**config.mk**
```make
export PLATFORM = sky130hd
export DESIGN_NAME = rsp_s2_prep_add_pipe
export DESIGN_NICKNAME = d
export VERILOG_FILES = /design/src/rtl/rsp_s2_prep_add_pipe.sv
export SDC_FILE = /design/constraint.sdc
export NUM_CORES = 1
export LEC_CHECK = 0
export BUFFER_PORTS_ARGS = -buffer_cell sky130_fd_sc_hd__buf_2
export CORE_MARGIN = 2
export CORE_UTILIZATION = 30
export DETAILED_ROUTE_END_ITERATION = 10
export PLACE_DENSITY = 0.46
export SLEW_MARGIN = 15
export SYNTH_ARGS = -nofsm -noshare
export SYNTH_HDL_FRONTEND = slang
export SYNTH_SLANG_ARGS = --single-unit
```
**constraint.sdc**
```tcl
create_clock -name i_clk -period 14.1 [get_ports i_clk]
set_clock_uncertainty 0.05 [all_clocks]
set_input_delay 2.82 -clock i_clk [delete_from_list [all_inputs] [get_ports i_clk]]
set_output_delay 2.82 -clock i_clk [all_outputs]
set_load 0.02 [all_outputs]
```
**src/rtl/rsp_s2_prep_add_pipe.sv**
```systemverilog
// Pipelined segmented unsigned adder/subtractor: one SEG_WIDTH slice resolved per stage, carry registered between stages.
// Optional build macro RSP_S2_PREP_ADD_SAT_EN enables saturation of the result in the last stage.
module rsp_s2_prep_add_pipe #(
  parameter int DATA_WIDTH = 64,
  parameter int SEG_WIDTH  = 16
) (
  input  logic                  i_clk,
  input  logic                  i_rst,
  input  logic                  i_en,
  input  logic                  i_vld,
  input  logic                  i_sub,
  input  logic [DATA_WIDTH-1:0] i_num1,
  input  logic [DATA_WIDTH-1:0] i_num2,
  input  logic                  i_c,
  output logic                  o_vld,
  output logic [DATA_WIDTH-1:0] o_num,
  output logic                  o_c
);

  localparam int NUM_SEG = DATA_WIDTH / SEG_WIDTH;

  for (genvar k = 0; k < NUM_SEG; k++) begin : g_stage
    logic [DATA_WIDTH-1:0] a_in, b_in, r_in;
    logic                  c_in, sub_in, vld_in;
    logic [DATA_WIDTH-1:0] a_q, b_q, r_q, r_next;
    logic                  c_q, sub_q, vld_q;
    logic [SEG_WIDTH-1:0]  a_seg, b_seg;
    logic [SEG_WIDTH:0]    seg_sum;

    // Stage 0 takes the raw inputs; later stages take the skewed operands and partial result of the previous stage.
    if (k == 0) begin : g_src
      assign a_in   = i_num1;
      assign b_in   = i_num2;
      assign r_in   = '0;
      assign c_in   = i_c;
      assign sub_in = i_sub;
      assign vld_in = i_vld;
    end else begin : g_src
      assign a_in   = g_stage[k-1].a_q;
      assign b_in   = g_stage[k-1].b_q;
      assign r_in   = g_stage[k-1].r_q;
      assign c_in   = g_stage[k-1].c_q;
      assign sub_in = g_stage[k-1].sub_q;
      assign vld_in = g_stage[k-1].vld_q;
    end

    assign a_seg   = a_in[k*SEG_WIDTH +: SEG_WIDTH];
    assign b_seg   = sub_in ? ~b_in[k*SEG_WIDTH +: SEG_WIDTH] : b_in[k*SEG_WIDTH +: SEG_WIDTH];
    assign seg_sum = {1'b0, a_seg} + {1'b0, b_seg} + {{SEG_WIDTH{1'b0}}, c_in};

    // NOTE: combinational blocks use blocking '=' and assign every output a default first, so no latch is inferred.
    always_comb begin
      r_next = r_in;
      r_next[k*SEG_WIDTH +: SEG_WIDTH] = seg_sum[SEG_WIDTH-1:0];
`ifdef RSP_S2_PREP_ADD_SAT_EN
      // Only the top segment knows the final carry, so saturation happens here; o_c keeps the raw carry.
      if (k == NUM_SEG - 1) begin
        if (!sub_in && seg_sum[SEG_WIDTH]) begin
          r_next = '1;
        end else if (sub_in && !seg_sum[SEG_WIDTH]) begin
          r_next = '0;
        end
      end
`endif
    end

    // NOTE: every pipeline register, data included, is cleared by the async reset so no stale result can emerge.
    always_ff @(posedge i_clk or posedge i_rst) begin
      if (i_rst) begin
        a_q   <= '0;
        b_q   <= '0;
        r_q   <= '0;
        c_q   <= 1'b0;
        sub_q <= 1'b0;
        vld_q <= 1'b0;
      end else if (i_en) begin
        a_q   <= a_in;
        b_q   <= b_in;
        r_q   <= r_next;
        c_q   <= seg_sum[SEG_WIDTH];
        sub_q <= sub_in;
        vld_q <= vld_in;
      end
    end
  end

  assign o_vld = g_stage[NUM_SEG-1].vld_q;
  assign o_num = g_stage[NUM_SEG-1].r_q;
  assign o_c   = g_stage[NUM_SEG-1].c_q;

endmodule

```
* Word-level counts from Yosys, hierarchy flattened *
Cells that the tools add are included.

word-level totals
  input bits = 134
  register bits = 555
  output and inout bits = 66
  word-level logic and storage cells = 37

cells by class
  bitwise logic cells = 4
  mux-type cells = 4
  $add $sub $neg = 8

operators by type and width
  operator                                   number
  16-bit by 16-bit adder with 17-bit output  4
  17-bit by 1-bit adder with 17-bit output   4
  16-bit 2-to-1 mux                          4
  16-bit inverter                            4

* Logic depth before layout (Yosys ltp) *
  depth in word-level cells = 4
  gate-level depth with buffers = 11
  depth with buffers taken out = 9

* Least setup slack after synthesis *
No wires, ideal clock.

  kind = in2reg
  start point = input port i_sub
  end point = register g_stage[0].r_q[12]
  data required time = 13925 ps
  arrival time = 5321 ps
  stages on the path = 11
  library setup time = 125 ps
  buffers on the path = 2
  slack = 8604 ps
  path through = clkbuf_1 -> buf_2 -> xnor2_1 -> fa_1 -> fa_1 -> nor2b_4 -> o31a_1 -> o31a_1 -> o31ai_4 -> xnor2_1 -> mux2_4

between the ends
  cells in the longest elaborated chain, start to end = 3

RTL lines
  what                                       RTL line  RTL
  start, declared                            11        input logic i_sub,
  16-bit 2-to-1 mux                          48        assign b_seg = sub_in ? ~b_in[k*SEG_WIDTH +: SEG_WIDTH] : b_in[k*SEG_WIDTH +: SEG_WIDTH];
  16-bit by 16-bit adder with 17-bit output  49        assign seg_sum = {1'b0, a_seg} + {1'b0, b_seg} + {{SEG_WIDTH{1'b0}}, c_in};
  17-bit by 1-bit adder with 17-bit output   49
  end signal, assigned                       79        r_q <= r_next;
  end, declared                              25        logic [DATA_WIDTH-1:0] a_q, b_q, r_q, r_next;

No other way between the ends.
A chain may end at the register's enable or synchronous reset.

==> summary.md <==
| Metric | Value |
|---|---|
| Violation count after the first detailed-route iteration | 444 |
| Arrival time worst endpoint | 5.60 ns |
| Wire length of the first global-routing pass | 61200 microns |
| Final setup violation count | 0 |
| Critical Path Most Common Cell | sky130_fd_sc_hd__buf_4 |
| Final HPWL DP | 25500 microns |
| Combined global-route utilization of all metal layers | 12.9% |
| Pin slew with the least headroom to its limit | between 1 and 1.5 ns |
| RSZ-0062 raised after global routing | false |
| Cell type contributing the most total cell area after synthesis | sky130_fd_sc_hd__dfrtp_1 |
| Top cells by area in the synthesized netlist | sky130_fd_sc_hd__dfrtp_1 (53%), sky130_fd_sc_hd__mux2_2 (21%), sky130_fd_sc_hd__ha_1 (4.4%), sky130_fd_sc_hd__xor2_1 (3.6%), sky130_fd_sc_hd__a21oi_1 (1.2%) |
| Distinct cell type count after synthesis | 67 |
| Biggest fanout along the worst timing path | 105 |
| Delay of the slowest cell on the worst path | 0.88 ns |
| Sequential cell area | about 0.0091 sq mm |
| CP Cell Sequence | buf_8 > buf_4 > buf_4 > nand3_1 > mux2i_1 > a21oi_1 > o311ai_1 |
| Synthesized area per cell | 12.9 sq um |
| Buffers & Inverters on Critical Path | 3 |
| Count of placed standard cells in the final layout, fillers left out | 2312 |
| Kind of path behind the tightest hold check | flip-flop to flip-flop |
| Global route overflow | 0 |
| Remaining design rule violation count | 0 |
| Share of layout cells above drive strength 1 | 38.7% |
| Dominant delay contributor by cell family on the critical path | buffers and inverters |
| Detailed-route vias per instance | 4.70 |
| Core Util, Final | 36.1% |
| Fin area | 0.0203 sq mm |
| Seq cells post-synth | around 360 |
| CTS max path bufs | 3 |
| Drt wl/cell | 16.2 microns |
| Via count | 10900 |
| Setup TNS | 0 ns |
| Fillers | 5657 |
| Starting density of the core | a little under a third |
| Final-stage net count | 1725 |
| Crit path launch type | input port |
| Post-cts resize count | 0 |
| Cell area power density | 185 mW/mm^2 |
| Final-report hold violation count | 0 |
| Start-to-end type of the worst setup path | input port to flip-flop |
| Detailed Route WL | between 30000 and 40000 microns |
| Pleak | approximately 9 nW |
| Count of placed standard cells including taps | 2232 |
| Antenna violations before repair | 3 |
| Initial DRT Pass Iterations | 4 |
| Result of the run | complete, no violations |
| Share of flip-flops with an asynchronous set or reset | 100% |
| Total clock buffers created by CTS | 45 |
| Count of input and output buffers | 199 |
| Total core area | between 0.05 and 0.06 sq mm |
| Net count after synthesis | 1531 |
| Root Driver | sky130_fd_sc_hd__clkbuf_16 |
| Multi-input logic area | 0.00767 sq mm |
| Weighted congestion reported at the end of routability-driven placement | 0.764 |
| Clk sink count | 363 |
| Clock latency of the later-clocked register in the worst-skew pair | 0.57 ns |
| Total Die Area | about 0.06 sq mm |
| Shortest clock period the worst path allows after layout | 5.19 ns |
| Relative slew slack | 31.4% |
| Row count | 87 |
| Hold buffer count at CTS | 0 |
| Part of the Yosys area used for sequential elements | 53.2% |
| Mapped Area | 0.0171 sq mm |
| Y dimension of the die | 243 microns |
| I/O Pins | 200 |
| H-tree depth | 2 |
| Crit share post-route | approximately 37% |
| Horiz. Die Dim | 243 microns |
| Synth top area share | 53.2% |
| CP Capture Type | flip-flop |
| Synthesis Warnings | 0 |
| IR Drop Worst-Case VDD | 0.0853 mV |
| Worst-path clk slew | 0.06 ns |
| Instance area at placement | approximately 0.019 sq mm |
| Final Max Slew Viols | 0 |
| Antenna cell count | 0 |
| Layout area overhead | 19.0% |
| # Max-Cap Violations | 0 |
| Power after layout | 3.76 mW |
| Antenna Violating Nets Remaining | 0 |
| Number of enable-type register cells in the synthesized netlist | 0 |
| CTS tree | built |
| Number of global-route vias before repair | around 11000 |
| Top_reg_cell synth | sky130_fd_sc_hd__dfrtp_1 |
| Pin count of the biggest net entering global routing | 174 |
| Standard cell with the maximum stage delay on the critical path | sky130_fd_sc_hd__buf_4 |
| CP Data Required Time | 14.51 ns |
| Setup Fix Bufs, Post-CTS | 0 |
| Post-Syn Instances | 1329 |
| Max Clk Rate | between 150 and 200 MHz |
==> cells in the final DEF (no fill, tap or decap), types with 38 or more instances in the layout <==
cell type,instances
sky130_fd_sc_hd__nand2_1,54
sky130_fd_sc_hd__o21ai_0,38
sky130_fd_sc_hd__nor2_1,47
sky130_fd_sc_hd__mux2_2,312
sky130_fd_sc_hd__dfrtp_1,363
sky130_fd_sc_hd__clkbuf_16,45
sky130_fd_sc_hd__a21oi_1,41
sky130_fd_sc_hd__buf_2,198
sky130_fd_sc_hd__ha_1,60
sky130_fd_sc_hd__xor2_1,70
==> layer usage <==
layer / GRT usage, % / vias to the layer above / routed length, microns
met1: 17.4 / 5396 / 17600
li1: - / 5195 / -
met4: 4.94 / 6 / 1160
met2: 20.0 / 184 / 16900
met3: 2.94 / 78 / 1740
met5: 0 / - / 39
==> sequential cells by signal (all words and copies together), names as in the netlist <==
signal / flops
g_stage.vld_q: 3
o_c: 1
g_stage.sub_q: 3
o_vld: 1
g_stage.b_q: 96
o_num: 64
g_stage.c_q: 3
g_stage.a_q: 96
g_stage.r_q: 96
==> synthesized netlist by cell type (4+ instances only) <==
library cell / number
sky130_fd_sc_hd__nand2b_1: 7
sky130_fd_sc_hd__inv_1: 27
sky130_fd_sc_hd__mux2_2: 312
sky130_fd_sc_hd__nand4_1: 9
sky130_fd_sc_hd__o211ai_1: 7
sky130_fd_sc_hd__ha_1: 60
sky130_fd_sc_hd__o21ai_0: 38
sky130_fd_sc_hd__nor2_1: 47
sky130_fd_sc_hd__xnor2_1: 21
sky130_fd_sc_hd__clkbuf_1: 53
sky130_fd_sc_hd__dfrtp_1: 363
sky130_fd_sc_hd__a21o_1: 24
sky130_fd_sc_hd__o31ai_1: 13
sky130_fd_sc_hd__nand2_1: 54
sky130_fd_sc_hd__xor2_1: 70
sky130_fd_sc_hd__fa_1: 8
sky130_fd_sc_hd__nor2b_1: 11
sky130_fd_sc_hd__a211oi_1: 11
sky130_fd_sc_hd__o21a_1: 26
sky130_fd_sc_hd__a21oi_1: 41
sky130_fd_sc_hd__or3_1: 5
sky130_fd_sc_hd__o311ai_1: 4
sky130_fd_sc_hd__nor3_1: 14
sky130_fd_sc_hd__a31oi_1: 4
sky130_fd_sc_hd__nand3_1: 19
sky130_fd_sc_hd__buf_2: 4
sky130_fd_sc_hd__o31a_1: 6
sky130_fd_sc_hd__buf_1: 4
==> logic make-up after synthesis <==
logic type	count (synthesis)	synth area share, %
AND/OR/NAND/NOR	184	5.16
buffers and inverters	89	1.98
XOR/XNOR	91	4.66
multiplexers	317	20.9
AO/OA/AOI/OAI	217	8.82
flip-flops	363	53.2
adder cells (fa/ha/maj)	68	5.33
==> layout make-up <==
cell class | count | area share, %
Sequential cell | 363 | 44.6
Multi-Input combinational cell | 877 | 37.7
Clock buffer | 63 | 6.21
Timing Repair Buffer | 208 | 5.34
Tap cell | 756 | 4.65
Clock inverter | 17 | 0.910
Inverter | 28 | 0.554
==> final timing paths <==
check / cells after the start / to / from / slack (ns)
worst max-delay path: 7 / o_num[63] / i_en / 8.91
worst min-delay path: 2 / o_num[60] / o_num[60] / 0.43
worst max register to register: 9 / o_num[62] / g_stage[2].sub_q / 10.70
worst min register to register: 2 / o_num[60] / o_num[60] / 0.43
max in group asynchronous: 3 / o_num[42] / i_rst / 10.06
min in group asynchronous: 2 / o_num[61] / i_rst / 2.40
==> report_power, final <==
group          internal [mW]  switching (mW)
clock network          0.680           0.447
registers               1.33           0.174
logic                  0.532           0.604
==> metrics by stage <==
stage	hold WS [ns]	setup slack [ns]
after detailed placement	0.417	8.30
after floorplan	0.396	1.15
after global routing	0.448	8.68
after global placement	0.413	8.35
final	0.427	8.91
after CTS	0.432	8.93
==> worst min-delay path, cell delays in order, from the launching register on <==
cell                      delay [ns]
sky130_fd_sc_hd__dfrtp_1        0.33
sky130_fd_sc_hd__nand2_1        0.06
sky130_fd_sc_hd__o31ai_1        0.05
No activity file was read; power rests on OpenSTA's default activity.
